==> config.mk <==
export PLATFORM = sky130hd
export DESIGN_NAME = frequencimetro_auto_ctrl
export DESIGN_NICKNAME = d
export VERILOG_FILES = /design/src/rtl/frequencimetro_auto_ctrl.sv
export SDC_FILE = /design/constraint.sdc
export NUM_CORES = 1
export LEC_CHECK = 0
export ABC_AREA = 1
export BUFFER_PORTS_ARGS = -buffer_cell sky130_fd_sc_hd__buf_2
export CELL_PAD_IN_SITES_DETAIL_PLACEMENT = 0
export CELL_PAD_IN_SITES_GLOBAL_PLACEMENT = 1
export CORE_UTILIZATION = 37
export DETAILED_ROUTE_END_ITERATION = 10
export HOLD_SLACK_MARGIN = 0.15
export PLACE_DENSITY = 0.84
export SLEW_MARGIN = 10
export SYNTH_ARGS = -nofsm -noshare
export SYNTH_HDL_FRONTEND = slang
export SYNTH_SLANG_ARGS = --single-unit
==> constraint.sdc <==
create_clock -name clk -period 2.2 [get_ports clk]
set_input_delay 0.22 -clock clk [delete_from_list [all_inputs] [get_ports clk]]
set_output_delay 0.22 -clock clk [all_outputs]
set_load 0.03 [all_outputs]
==> src/rtl/frequencimetro_auto_ctrl.sv <==
// Frequency-meter controller: counts synchronised rising edges of amostra over a
// range-dependent gate window and latches the BCD result, with optional auto-ranging.
module frequencimetro_auto_ctrl #(
  parameter int  NDIGITS     = 5,
  parameter int  BASE_GATE   = 1000,
  parameter int  NUM_RANGES  = 4,
  parameter int  HOLD_CYCLES = 2,
  parameter int  SYNC_STAGES = 2,
  localparam int RW          = (NUM_RANGES > 1) ? $clog2(NUM_RANGES) : 1
) (
  input  logic                 clk,
  input  logic                 rst,
  input  logic                 run,
  input  logic                 auto,
  input  logic [RW-1:0]        seletor,
  input  logic                 amostra,
  output logic [4*NDIGITS-1:0] digits,
  output logic [RW-1:0]        range,
  output logic                 valid,
  output logic                 overflow,
  output logic                 busy
);

  localparam int DW = 4 * NDIGITS;

  function automatic int unsigned gate_len(input int r);
    int unsigned g;
    g = int'(BASE_GATE);
    for (int i = 0; i < r; i++) g = g * 32'd10;
    return g;
  endfunction

  localparam int unsigned MAX_GATE = gate_len(NUM_RANGES - 1);
  localparam int          GW       = (MAX_GATE > 1) ? $clog2(MAX_GATE) : 1;
  localparam int          HW       = $clog2(HOLD_CYCLES + 1);

  // Terminal gate-counter value for a runtime range: a chain of constant x10 steps.
  function automatic logic [GW-1:0] last_gate(input logic [RW-1:0] r);
    int unsigned g;
    g = int'(BASE_GATE);
    for (int i = 1; i < NUM_RANGES; i++) begin
      if (i <= int'(r)) g = g * 32'd10;
      else              g = g;
    end
    return GW'(g - 32'd1);
  endfunction

  function automatic logic all_nines(input logic [DW-1:0] v);
    logic r;
    r = 1'b1;
    for (int i = 0; i < NDIGITS; i++) r = r & (v[4*i +: 4] == 4'd9);
    return r;
  endfunction

  function automatic logic [DW-1:0] bcd_inc(input logic [DW-1:0] v);
    logic          carry;
    logic [DW-1:0] r;
    carry = 1'b1;
    r     = v;
    for (int i = 0; i < NDIGITS; i++) begin
      if (carry && v[4*i +: 4] == 4'd9) begin
        r[4*i +: 4] = 4'd0;
      end else if (carry) begin
        r[4*i +: 4] = v[4*i +: 4] + 4'd1;
        carry       = 1'b0;
      end else begin
        r[4*i +: 4] = v[4*i +: 4];
      end
    end
    return r;
  endfunction

  typedef enum logic [2:0] {S_IDLE, S_CLEAR, S_GATE, S_LATCH, S_HOLD} state_t;

  state_t                 state_q;
  logic [SYNC_STAGES-1:0] sync_q;
  logic                   prev_q;
  logic [DW-1:0]          count_q, count_d;
  logic                   ovf_q, ovf_d;
  logic [GW-1:0]          gate_cnt_q;
  logic [HW-1:0]          hold_cnt_q;
  logic [RW-1:0]          range_int_q, auto_rng_q, auto_rng_d;
  logic [RW-1:0]          sel_clamped;
  logic [DW-1:0]          digits_q;
  logic [RW-1:0]          range_q;
  logic                   valid_q, overflow_q, busy_q;
  logic                   rise_pulse;
  logic                   gate_done;

  assign rise_pulse = sync_q[SYNC_STAGES-1] & ~prev_q;
  assign gate_done  = (gate_cnt_q == last_gate(range_int_q));

  always_comb begin
    if (int'(seletor) >= NUM_RANGES) sel_clamped = RW'(NUM_RANGES - 1);
    else                             sel_clamped = seletor;
  end

  // Next count includes this cycle's edge; the auto decision looks at that final value.
  always_comb begin
    count_d = count_q;
    ovf_d   = ovf_q;
    if (rise_pulse && all_nines(count_q)) begin
      ovf_d = 1'b1;
    end else if (rise_pulse) begin
      count_d = bcd_inc(count_q);
    end else begin
      count_d = count_q;
    end

    if (ovf_d && range_int_q != '0) begin
      auto_rng_d = range_int_q - RW'(1);
    end else if (count_d[DW-1 -: 4] == 4'd0 && int'(range_int_q) < NUM_RANGES - 1) begin
      auto_rng_d = range_int_q + RW'(1);
    end else begin
      auto_rng_d = range_int_q;
    end
  end

  // Results are written on the GATE->LATCH edge so valid and the new digits appear together.
  always_ff @(posedge clk) begin
    if (rst) begin
      state_q     <= S_IDLE;
      sync_q      <= '0;
      prev_q      <= 1'b0;
      count_q     <= '0;
      ovf_q       <= 1'b0;
      gate_cnt_q  <= '0;
      hold_cnt_q  <= '0;
      range_int_q <= '0;
      auto_rng_q  <= '0;
      digits_q    <= '0;
      range_q     <= '0;
      valid_q     <= 1'b0;
      overflow_q  <= 1'b0;
      busy_q      <= 1'b0;
    end else begin
      sync_q  <= {sync_q[SYNC_STAGES-2:0], amostra};
      prev_q  <= sync_q[SYNC_STAGES-1];
      valid_q <= 1'b0;
      if (!run) begin
        state_q <= S_IDLE;
        busy_q  <= 1'b0;
      end else begin
        case (state_q)
          S_IDLE: begin
            state_q <= S_CLEAR;
          end
          S_CLEAR: begin
            count_q     <= '0;
            ovf_q       <= 1'b0;
            gate_cnt_q  <= '0;
            range_int_q <= auto ? auto_rng_q : sel_clamped;
            state_q     <= S_GATE;
            busy_q      <= 1'b1;
          end
          S_GATE: begin
            count_q <= count_d;
            ovf_q   <= ovf_d;
            if (gate_done) begin
              state_q    <= S_LATCH;
              busy_q     <= 1'b0;
              digits_q   <= count_d;
              range_q    <= range_int_q;
              overflow_q <= ovf_d;
              valid_q    <= 1'b1;
              auto_rng_q <= auto_rng_d;
            end else begin
              gate_cnt_q <= gate_cnt_q + GW'(1);
            end
          end
          S_LATCH: begin
            hold_cnt_q <= '0;
            state_q    <= S_HOLD;
          end
          S_HOLD: begin
            if (hold_cnt_q == HW'(HOLD_CYCLES - 1)) state_q <= S_CLEAR;
            else                                   hold_cnt_q <= hold_cnt_q + HW'(1);
          end
          default: begin
            state_q <= S_IDLE;
            busy_q  <= 1'b0;
          end
        endcase
      end
    end
  end

  assign digits   = digits_q;
  assign range    = range_q;
  assign valid    = valid_q;
  assign overflow = overflow_q;
  assign busy     = busy_q;

endmodule
# == After elaboration in Yosys (flattened, before gate mapping) ==
# Cells that the tools add are included.
# totals
regBits,78
latchBits,0
ram_bits,0
romBits,0
input_bits,7
word_cells,118
mem_count,0
# classes
addsub,10
multipliers,2
n_div,0
magnitude_cmp,4
eq_ne,15
n_shift,0
mux,42
bitwise,9
reduce_logical,22
# op_table
cell,n
20-bit 2-to-1 mux,4
20-bit one-hot mux with 2 select lines,2
4-bit 2-to-1 mux,9
32-bit by 3-bit multiplier with 19-bit output (second input constant),1
32-bit by 3-bit multiplier with 31-bit output (second input constant),1
32-bit 2-to-1 mux,1
20-bit by 1-bit adder with 20-bit output (second input constant),1
4-bit by 1-bit adder with 4-bit output (second input constant),5
20-bit == test,1
4-bit == test (second input constant),5
20-bit by 1-bit subtractor with 20-bit output (second input constant),1
1-bit 2-to-1 mux,15
3-bit one-hot mux with 5 select lines,1
14-bit 2-to-1 mux,1
3-bit AND reduction,3
2-bit 2-to-1 mux,4
2-bit != test (second input constant),4
2-bit AND reduction,4
1-bit logical AND,7
3-bit by 2-bit == test with 1-bit output (second input constant),2
3-bit 2-to-1 mux,2
2-bit nonzero test,3
3-bit OR reduction,2
1-bit AND,5
15 further kinds,20

# == Depth between registers and ports, before layout ==
# Gate-level depths: netlist (run 1).
# depth
depth_word,27
ltp_mapped,19
mapped_depth_nobuf,19

# == Worst setup path after synthesis (run 1) ==
# OpenSTA, ideal clock, no wires.
# synth_timing
path_kind,reg-to-reg
start,register range_int_q[0]
end,register gate_cnt_q[18]
setup_time_ns,0.132
arrival_ns,2.208
path_slack_ns,-0.141
path_stages_with_launch,18
cell_sequence,dfxtp_1 > inv_1 > ha_1 > inv_1 > ha_1 > nand2_1 > nand2_1 > nor2_1 > nand2_1 > nor2_1 > nand3_1 > nor2_2 > nand3_2 > nand2_4 > inv_2 > buf_6 > nand2_1 > a21oi_1
# synth_via
elab_chain_len,10
word_cells_on_any_way,12
cone_classes,add/sub (1); mul (2); order compare (3); eq/ne (2); mux (3); reduce/logical (1)
# synth_lines
item,line,rtl
"start, declared",82,"logic [RW-1:0] range_int_q, auto_rng_q, auto_rng_d;"
"start signal, assigned",152,range_int_q <= auto ? auto_rng_q : sel_clamped;
1-bit by 2-bit <= comparator with 1-bit output,42,if (i <= int'(r)) g = g * 32'd10;
14-bit 2-to-1 mux,42,
32-bit by 3-bit multiplier with 31-bit output,42,
32-bit 2-to-1 mux,42,
32-bit by 3-bit multiplier with 19-bit output,42,
20-bit 2-to-1 mux (*),42,
20-bit by 1-bit subtractor with 20-bit output (*),45,return GW'(g - 32'd1);
20-bit == test (*),91,assign gate_done = (gate_cnt_q == last_gate(range_int_q));
2-bit != test (no source line) (*),n/a,
3-bit AND reduction (no source line) (*),n/a,
"end signal, assigned",168,gate_cnt_q <= gate_cnt_q + GW'(1);
"end, declared",80,logic [GW-1:0] gate_cnt_q;
# Every way passes the cells marked *; elsewhere a longest branch is shown, timed or not.
# A chain may end at the register's enable or synchronous reset.

# == Final worst setup path (run 1) ==
# layout_timing
start,register range_int_q[0]
end,"register digits_q[10], in the netlist digits[10]"
# layout_via
elab_chain_len,9
word_cells_on_any_way,11
cone_classes,add/sub (1); mul (2); order compare (3); eq/ne (1); mux (3); reduce/logical (1)
# layout_lines
item,line,rtl
1-bit by 2-bit <= comparator with 1-bit output,42,
14-bit 2-to-1 mux,42,
32-bit by 3-bit multiplier with 31-bit output,42,
32-bit 2-to-1 mux,42,
32-bit by 3-bit multiplier with 19-bit output,42,
20-bit 2-to-1 mux (*),42,
20-bit by 1-bit subtractor with 20-bit output (*),45,
20-bit == test (*),91,
3-bit AND reduction (no source line) (*),n/a,
"end signal, assigned",162,digits_q <= count_d;
"end, declared",84,logic [DW-1:0] digits_q;
# Marks and branches as above.

==> impl_metrics.csv, run 1 <==
group,metric,value,unit
layout,area_growth_syn_to_layout,35.8,%
clock_tree,cts-root-buf,"clkbuf_16",
timing,final.min_clock_period,2.33,ns
synth,postSynth.asyncResetShare,0,
layout,fillers,1199,
critical_path,worstPathRequired,2.47,ns
synth,postSynthAreaPerCell,6.57,µm²
global_routing,grt_overflow,0,
clock_tree,cts_buffers,9,
timing,worst_slack,-0.134,ns
timing,rsz0062_at_grt,"yes",
synth,yosys.area.top_type_share,0.331,
global_routing,grt_max_degree,27,
floorplan,dieArea,0.0132,mm²
synth,ys_warn_count,0,
place,dpl_worst_slack,-0.184,ns
clock_tree,clk_latency,0.34,ns
layout,final_common_cell,"nand2_1",
synth,synth_nets,744,
timing,max_freq,428,MHz
outcome,violations,"negative setup slack",
job,cap_violations,0,
clock_tree,cts_tree,"built",
clock_tree,cts.sinks,78,
synth,synth_area,0.00471,mm²
synth,synthFlopType,"dfxtp_1",
power_and_ir_drop,peakVddDrop,0.330,mV
synth,synth_edf_count,0,
route,drt_iter0_markers,392,
place,place.gp.congestion,0.896,
critical_path,crit_path_max_fanout,6,
floorplan,design.core.area,0.0122,mm²
place,place_hpwl,9720,µm
route,vias,4877,
power_and_ir_drop,cellLeakagePower,0.00260,µW
place,port-buffer-count,31,
layout,layout-drive-gt1-share,0.290,
route,drt_wl_total,13700,µm
route,routedWlPerCell,14.0,µm
route,via_per_inst,5.01,
synth,synthCells,717,
route,drtAntennaViolNets,0,
timing,skew,0.00650,ns
layout,most-common-layout-cells,"nand2_1, inv_1, nor2_1, dfxtp_1, a21oi_1",
synth,synth_seq_area_share,0.331,
floorplan,die_h,115,µm
timing,fin_crit_sh,1.06,
global_routing,antenna_found_initial,0,
route,route.detailed.drc,0,
global_routing,track_usage,0.211,
clock_tree,max-clock-path-buffers,2,
synth,synthDistinctLibCells,38,
layout,finalNetCount,829,
floorplan,boundaryPins,32,
synth,yosys.area.top_type,"dfxtp_1",
power_and_ir_drop,power.density,554,mW/mm²
floorplan,start_util,0.386,
floorplan,num_rows,40,
clock_tree,h-tree-depth,3,
layout,final_cells,974,
critical_path,arrival,2.61,ns
min_path,hold_class,"primary input to register",
layout,diodes,0,
critical_path,start_kind,"register",
global_routing,grt_pass1_vias,4408,
timing,tightest_slew,0.590,ns
synth,ys_ff_latch,78,
synth,yosys-top-cells-area,"dfxtp_1, nand2_1, a21oi_1",
critical_path,worstSetupEndpointType,"register",
floorplan,die_width,115,µm
timing,relSlewSlack,0.605,
outcome,status,"finished, violations left",
route,dr.pass1.iters,5,
place,dp_cells,943,
timing,hold_violations,0,
clock_tree,clkSlewWorstSetupHoldPaths,0.06,ns
critical_path,path_class,"register to register",
timing,slew_viol_final,0,
global_routing,grt_pass1_wl,21700,µm
timing,setup_viol,45,
==> metal layers <==
metal	vias up	track usage	wire length, µm
met4	0	0.0623	255
met3	20	0.0364	698
met5	-	0	0
met1	2238	0.296	6580
li1	2484	-	-
met2	135	0.331	6150
==> flip-flops by register name, summed over array words and instances, names as in the netlist <==
signal and count:
ovf_q 1, sync_q 2, busy 1, overflow 1
prev_q 1, auto_rng_q 2, digits 20, range 2
state_q 3, count_q 20, valid 1, hold_cnt_q 2
range_int_q 2, gate_cnt_q 20
==> power by group <==
group          internal [µW]  switching, µW
combinational            124            189
clock                   1220            584
sequential              1420           9.29
total                   2760            782
==> path summary, 6_finish.rpt <==
| path | from | end | slack [ns] | cells past startpoint |
|---|---|---|---|---|
| max | range_int_q[0]$_SDFFE_PP0P_ | digits[10]$_SDFFE_PP0P_ | -0.13 | 14 |
| min | seletor[0] | range_int_q[0]$_SDFFE_PP0P_ | 0.23 | 3 |
| max reg2reg | range_int_q[0]$_SDFFE_PP0P_ | digits[10]$_SDFFE_PP0P_ | -0.13 | 14 |
| min reg2reg | sync_q[0]$_SDFF_PP0_ | sync_q[1]$_SDFF_PP0_ | 0.41 | 2 |
==> worst max-delay path: stages (launching register included) <==
cell       delay [ns]
dfxtp_4          0.42
inv_6            0.06
ha_4             0.18
buf_4            0.14
buf_4            0.12
nand2_2          0.06
nand2_1          0.05
a21oi_1          0.11
nand4_1          0.11
nor2_2           0.16
nand4_1          0.16
nor2_4           0.31
clkbuf_16        0.22
nand2_1          0.06
a21oi_1          0.11
==> stage by stage <==
step           cell area, µm²  hold slack [ns]  total power [µW]  TNS [ns]   util
2_1_floorplan            4720            0.327              1600         0      -
3_3_place_gp             5340            0.392              1690     -4.25  0.437
3_5_place_dp             5340            0.405              1690     -5.38  0.437
4_1_cts                  5890            0.235              3520     -2.63  0.482
5_1_grt                  6390            0.274              3650     -9.00  0.524
6_report                 6390            0.226              3540     -3.13  0.524
==> what timing repair did <==
action,4_1_cts,5_1_grt
endpoints found under the hold margin,1,0
gates cloned,3,2
endpoints found under the setup margin,48,54
gates resized for setup,30,116
pin swaps,6,39
setup buffers,7,3
hold buffers,1,0
==> final cells by class <==
class | count | area [µm²] | area share
well taps | 168 | 210 | 0.0329
clock buffers | 11 | 233 | 0.0364
flip-flops and latches | 78 | 1570 | 0.245
clock inverters | 4 | 120 | 0.0188
multi-input cells | 525 | 3140 | 0.492
repair buffers | 94 | 741 | 0.116
inverters | 94 | 378 | 0.0591
==> synth_stat cells (2+ instances only) <==
cell type / instances
a21oi_1: 79
buf_1: 2
buf_2: 5
buf_6: 6
clkbuf_1: 8
dfxtp_1: 78
ha_1: 20
inv_1: 86
inv_2: 7
nand2_1: 180
nand2_2: 5
nand2_4: 2
nand3_1: 39
nand3_2: 4
nand3b_1: 4
nand4_1: 19
nor2_1: 88
nor2_2: 3
nor2_4: 4
nor3_1: 16
nor4_1: 3
o21a_1: 3
o21ai_0: 26
o21ai_1: 2
o21ai_2: 2
or2_2: 2
xor2_1: 13
==> cell families (layout without fill, tap and decap cells) <==
logic type	after synthesis	in the layout	share of synthesized area
buffers and inverters	115	203	0.103
adders and majority gates	20	20	0.0531
and+or+nand+nor	373	374	0.356
DFF	78	78	0.331
xor gates and xnor gates	14	14	0.0260
AOI/OAI and AO/OA	117	117	0.130
Note: power is estimated with default switching activity, not from simulation.
==> inputs of run 2 (changes only) <==
--- a/config.mk
+++ b/config.mk
@@ -9,9 +9,11 @@
 export BUFFER_PORTS_ARGS = -buffer_cell sky130_fd_sc_hd__buf_2
 export CELL_PAD_IN_SITES_DETAIL_PLACEMENT = 0
 export CELL_PAD_IN_SITES_GLOBAL_PLACEMENT = 1
+export CORE_ASPECT_RATIO = 1.25
 export CORE_UTILIZATION = 37
 export DETAILED_ROUTE_END_ITERATION = 10
 export HOLD_SLACK_MARGIN = 0.15
+export MAX_ROUTING_LAYER = met4
 export PLACE_DENSITY = 0.84
 export SLEW_MARGIN = 10
 export SYNTH_ARGS = -nofsm -noshare
==> run 2 against run 1 <==
Net effect: the run still ends with negative setup slack left; first-iteration DRC count down 47%; maximum frequency is 0.80% lower; total power fell by 8.0%; via count increased by 0.53%; largest power group unchanged; highest routed layer unchanged.
==> impl_metrics.csv, run 2 (synthesis results as in run 1) <==
group,metric,value,unit
floorplan,dieArea,0.0132,mm²
outcome,status,"finished, violations left",
clock_tree,cts_buffers,9,
clock_tree,cts-root-buf,"clkbuf_16",
min_path,hold_class,"primary input to register",
place,port-buffer-count,31,
global_routing,antenna_found_initial,0,
critical_path,cp_cell_sequence,"inv_6, ha_4, buf_4, ha_4, nand2_2, nand3b_1, nand4_1, nand3_2, nor2_4, nand4_1, buf_6, buf_6, a21oi_2, nor2_1",
timing,worst_slack,-0.153,ns
critical_path,path_class,"register to register",
global_routing,grt_max_degree,33,
timing,final.min_clock_period,2.35,ns
clock_tree,cts_tree,"built",
critical_path,crit_family,"simple AND/OR/NAND/NOR gates",
timing,fin_crit_sh,1.07,
clock_tree,h-tree-depth,3,
floorplan,start_util,0.384,
floorplan,boundaryPins,32,
job,cap_violations,0,
outcome,violations,"negative setup slack",
power_and_ir_drop,cellLeakagePower,0.00252,µW
min_path,holdPathStages,3,
global_routing,grt_overflow,0,
critical_path,max_stage_delay,0.42,ns
route,drt_wl_total,14100,µm
clock_tree,clkSlewWorstSetupHoldPaths,0.07,ns
critical_path,arrival,2.55,ns
route,dr.pass1.iters,4,
critical_path,critPathLaunch,"range_int_q[0]$_SDFFE_PP0P_",
layout,diodes,0,
layout,finalNetCount,828,
min_path,hp-start,"seletor[0]",
timing,relSlewSlack,0.555,
critical_path,ff2ff_path_depth,14,
critical_path,r2r-start,"range_int_q[0]$_SDFFE_PP0P_",
layout,final_cells,970,
global_routing,grt_pass1_vias,4701,
layout,fillers,1261,
floorplan,die_width,103,µm
timing,max_freq,425,MHz
layout,layout-drive-gt1-share,0.264,
clock_tree,clk_latency,0.34,ns
route,vias,4903,
power_and_ir_drop,power.density,527,mW/mm²
timing,hold_slack,0.206,ns
place,dp_cells,936,
layout,final_common_cell,"nand2_1",
layout,most-common-layout-cells,"nand2_1, nor2_1, inv_1, dfxtp_1, a21oi_1",
route,routedWlPerCell,14.5,µm
critical_path,path_depth,14,
timing,slew_viol_final,0,
critical_path,worstPathRequired,2.40,ns
global_routing,grt_pass1_wl,22500,µm
clock_tree,cts.sinks,78,
layout,area_growth_syn_to_layout,31.4,%
critical_path,crit_path_max_fanout,7,
floorplan,design.core.area,0.0123,mm²
floorplan,die_h,128,µm
critical_path,start_kind,"register",
critical_path,worstSetupEndpointType,"register",
route,drtAntennaViolNets,0,
power_and_ir_drop,peakVddDrop,0.405,mV
timing,rsz0062_at_grt,"yes",
critical_path,slowest_stage,"dfxtp_4",
route,via_per_inst,5.05,
critical_path,worst-path-buf-inv,4,
timing,tightest_slew,0.667,ns
floorplan,num_rows,45,
place,place_hpwl,10000,µm
timing,skew,0.00858,ns
global_routing,track_usage,0.224,
timing,setup_viol,44,
clock_tree,max-clock-path-buffers,2,
place,place.gp.congestion,0.914,
route,route.detailed.drc,0,
route,drt_iter0_markers,206,
timing,hold_violations,0,
==> run 2: what timing repair did <==
action                                 in CTS  in global routing
setup buffers                              12                  8
cloned                                      0                  0
setup endpoints to repair                  46                 51
pin swaps                                  25                 32
endpoints found under the hold margin       1                  0
hold buffers                                1                  0
gates resized for setup                    50                 62
==> run 2: area by class of cell <==
type	instances	area [µm²]	area share
inverter	94	378	0.0610
clock inverter	7	81.3	0.0131
tap	164	205	0.0331
clock buffer	9	225	0.0364
sequential	78	1570	0.253
multi-input combinational	524	3000	0.485
timing repair buffer	94	732	0.118
==> run 2: tightest hold or removal path: cells and delay by family <==
family / cells / cell delay, ns
AOI/OAI and AO/OA: 2 / 0.21
buffers and inverters: 1 / 0.07
==> run 2: worst paths after layout <==
| path | slack, ns | to |
|---|---|---|
| worst max-delay path | -0.15 | digits[6]$_SDFFE_PP0P_ |
| worst min-delay path | 0.21 | range_int_q[0]$_SDFFE_PP0P_ |
| worst max register to register | -0.15 | digits[6]$_SDFFE_PP0P_ |
| worst min register to register | 0.41 | sync_q[1]$_SDFF_PP0_ |
==> run 2: metal layers <==
| metal | GRT usage | part of all wire | vias to the layer above |
|---|---|---|---|
| li1 | - | - | 2482 |
| met1 | 0.246 | 0.42 | 2301 |
| met2 | 0.402 | 0.52 | 89 |
| met3 | 0.0305 | 0.028 | 31 |
| met4 | 0.0870 | 0.026 | 0 |
| met5 | - | 0 | - |
==> run 2: power by group <==
part	leakage, µW	switching, µW	internal (µW)
combinational	0.00174	178	114
sequential	0.000631	9.46	1420
clock	0.000147	647	893
==> run 2: per-stage QoR <==
| stage | instance area, µm² | setup TNS, ns | power, µW | utilization | setup slack (ns) |
|---|---|---|---|---|---|
| floorplan | 4720 | 0 | 1600 | - | 0.00308 |
| global placement | 5310 | -6.05 | 1690 | 0.433 | -0.205 |
| detailed placement | 5310 | -7.41 | 1690 | 0.433 | -0.251 |
| CTS | 5890 | -2.28 | 3250 | 0.480 | -0.107 |
| global route | 6190 | -9.49 | 3360 | 0.504 | -0.289 |
| finish | 6190 | -3.91 | 3260 | 0.504 | -0.153 |
==> inputs of run 3 (changes only) <==
--- a/config.mk
+++ b/config.mk
@@ -9,7 +9,7 @@
 export BUFFER_PORTS_ARGS = -buffer_cell sky130_fd_sc_hd__buf_2
 export CELL_PAD_IN_SITES_DETAIL_PLACEMENT = 0
 export CELL_PAD_IN_SITES_GLOBAL_PLACEMENT = 1
-export CORE_ASPECT_RATIO = 1.25
+export CORE_ASPECT_RATIO = 2
 export CORE_UTILIZATION = 37
 export DETAILED_ROUTE_END_ITERATION = 10
 export HOLD_SLACK_MARGIN = 0.15
==> run 3 against run 2 <==
Net effect: the flow still finishes with violations (negative setup slack); sequential power about the same; via count up 1.3%; cell count down 0.82%; setup slack better by 0.057 ns; critical path type unchanged; highest routed layer unchanged.
==> impl_metrics.csv, run 3 (synthesis results as in run 1) <==
group,metric,value,unit
outcome,status,"finished, violations left",
outcome,violations,"negative setup slack",
global_routing,met2_usage,0.452,
global_routing,met1_usage,0.199,
timing,slew_viol_final,0,
clock_tree,cts-root-buf,"clkbuf_16",
floorplan,dieArea,0.0132,mm²
route,routedWlPerCell,15.9,µm
global_routing,grt_pass1_vias,4815,
route,via_per_inst,5.16,
floorplan,boundaryPins,32,
timing,worst_slack,-0.0961,ns
clock_tree,cts.sinks,78,
layout,finalNetCount,835,
place,place_hpwl,11700,µm
global_routing,grt_busiest_layer,"met2",
global_routing,antenna_found_initial,0,
clock_tree,clk_latency,0.34,ns
global_routing,grt_max_degree,29,
timing,final.min_clock_period,2.30,ns
layout,ff_latch_area,0.00157,mm²
clock_tree,h-tree-depth,3,
global_routing,grt_pass1_wl,23300,µm
clock_tree,clkSlewWorstSetupHoldPaths,0.06,ns
critical_path,slowest_stage,"dfxtp_4",
critical_path,arrival,2.57,ns
critical_path,worstPathRequired,2.48,ns
timing,skew,0.0111,ns
route,drtAntennaViolNets,0,
timing,setup_tns,-1.58,ns
critical_path,worstSetupEndpointType,"register",
place,place.gp.congestion,0.954,
clock_tree,cts_tree,"built",
critical_path,ff2ff_path_depth,18,
power_and_ir_drop,cellLeakagePower,0.00253,µW
critical_path,r2r-start,"range_int_q[1]$_SDFFE_PP0P_",
global_routing,grt_overflow,0,
layout,final_util,0.494,
layout,most-common-layout-cells,"nand2_1, nor2_1, inv_1, dfxtp_1, a21oi_1",
power_and_ir_drop,p_total,3470,µW
timing,max_freq,436,MHz
route,route.detailed.drc,0,
global_routing,track_usage,0.245,
power_and_ir_drop,power.density,562,mW/mm²
critical_path,crit_family,"simple AND/OR/NAND/NOR gates",
critical_path,worstReg2RegEnd,"auto_rng_q[0]$_SDFFE_PP0P_",
floorplan,die_h,162,µm
clock_tree,max-clock-path-buffers,2,
critical_path,r2r_setup_slack,-0.1,ns
critical_path,worst-path-buf-inv,5,
layout,fillers,1284,
clock_tree,cts_buffers,9,
layout,area_growth_syn_to_layout,30.9,%
floorplan,num_rows,58,
route,drt_wl_total,15300,µm
timing,tightest_slew,0.656,ns
place,port-buffer-count,31,
timing,setup_viol,45,
timing,fin_crit_sh,1.04,
min_path,hold_class,"primary input to register",
floorplan,design.core.area,0.0125,mm²
floorplan,die_width,81.8,µm
critical_path,max_stage_delay,0.37,ns
min_path,holdPathStages,3,
route,dr.pass1.iters,4,
route,drt_iter0_markers,211,
critical_path,start_kind,"register",
critical_path,cp_cell_sequence,"inv_8, ha_4, buf_6, ha_4, nor2_2, nand2_2, o21ai_2, nor2_1, nand3_2, nor2_2, buf_4, nand4_1, buf_6, nand2_1, nand2_1, nand2_1, inv_1, nor2_1",
critical_path,crit_top_cell,"nand2_1",
layout,diodes,0,
timing,relSlewSlack,0.561,
layout,layout-drive-gt1-share,0.260,
job,cap_violations,0,
global_routing,use_met3,0.0379,
timing,hold_violations,0,
power_and_ir_drop,peakVddDrop,0.579,mV
layout,final_common_cell,"nand2_1",
layout,multi_input_area,0.00293,mm²
critical_path,crit_path_max_fanout,16,
route,vias,4967,
floorplan,start_util,0.377,
critical_path,path_class,"register to register",
timing,rsz0062_at_grt,"yes",
min_path,hp-start,"seletor[0]",
min_path,hold_path_end,"range_int_q[0]$_SDFFE_PP0P_",
## run 3: changes by cell type in the layout (fill, tap and decap cells not counted), moves of 4 or more
cell / change
a21oi_1: +4
a21oi_2: -4
buf_4: +10
nand2_1: +5
nand2_2: -7
nand3_1: +4
nor2_2: +4
nor2_4: -5
o21ai_1: -6
o21ai_2: +6
## run 3: worst max-delay path by stage
| stage | startpoint | end | slack, ns | cells after the start |
|---|---|---|---|---|
| global placement | range_int_q[0]$_SDFFE_PP0P_ | auto_rng_q[0]$_SDFFE_PP0P_ | -0.1 | 16 |
| detailed placement | range_int_q[0]$_SDFFE_PP0P_ | digits[11]$_SDFFE_PP0P_ | -0.13 | 12 |
| global route | range_int_q[0]$_SDFFE_PP0P_ | gate_cnt_q[4]$_SDFFE_PP0P_ | -0.22 | 18 |
| CTS | range_int_q[1]$_SDFFE_PP0P_ | range[0]$_SDFFE_PP0P_ | -0.11 | 15 |
| finish | range_int_q[1]$_SDFFE_PP0P_ | auto_rng_q[0]$_SDFFE_PP0P_ | -0.1 | 18 |
| floorplan | range_int_q[1]$_SDFFE_PP0P_ | gate_cnt_q[18]$_SDFFE_PP0P_ | 0.003 | 18 |
## run 3: what timing repair did
action | 4_1_cts | 5_1_grt
buffers inserted | 11 | 5
cloned | 1 | 1
resized for setup | 24 | 69
hold buffers | 1 | 0
setup endpoints to repair | 48 | 50
hold endpoints to repair | 1 | 0
pin swaps | 11 | 26
## run 3: worst reg2reg max path: cells and delay by family (launching register included)
kind / cells / cell delay [ns]
DFF: 1 / 0.37
buffers and inverters: 5 / 0.52
AOI/OAI and AO/OA: 1 / 0.05
and+or+nand+nor: 10 / 0.84
adders and majority gates: 2 / 0.43
## run 3: cell type report
cell class / count / share of cell area
Multi-Input combinational cell: 524 / 0.475
Sequential cell: 78 / 0.254
Timing Repair Buffer: 101 / 0.123
Inverter: 94 / 0.0613
Clock buffer: 10 / 0.0387
Tap cell: 150 / 0.0304
Clock inverter: 5 / 0.0172
## run 3: metal layers
layer,vias up,share of wire
li1,2492,-
met1,2306,0.32
met2,108,0.58
met3,61,0.021
met4,0,0.071
met5,-,0
## run 3: where the power goes
| group | internal (µW) | switching (µW) |
|---|---|---|
| clock | 1140 | 601 |
| sequential | 1420 | 8.93 |
| combinational | 119 | 184 |
| total | 2670 | 794 |
## run 3: metrics by stage
step	std cells	hold WS [ns]	instance area, µm²	setup slack (ns)
floorplan	717	0.327	4720	0.00308
global placement	929	0.396	5350	-0.0986
detailed placement	929	0.401	5350	-0.133
CTS	957	0.197	5900	-0.114
global route	962	0.208	6170	-0.222
finish	962	0.203	6170	-0.0961
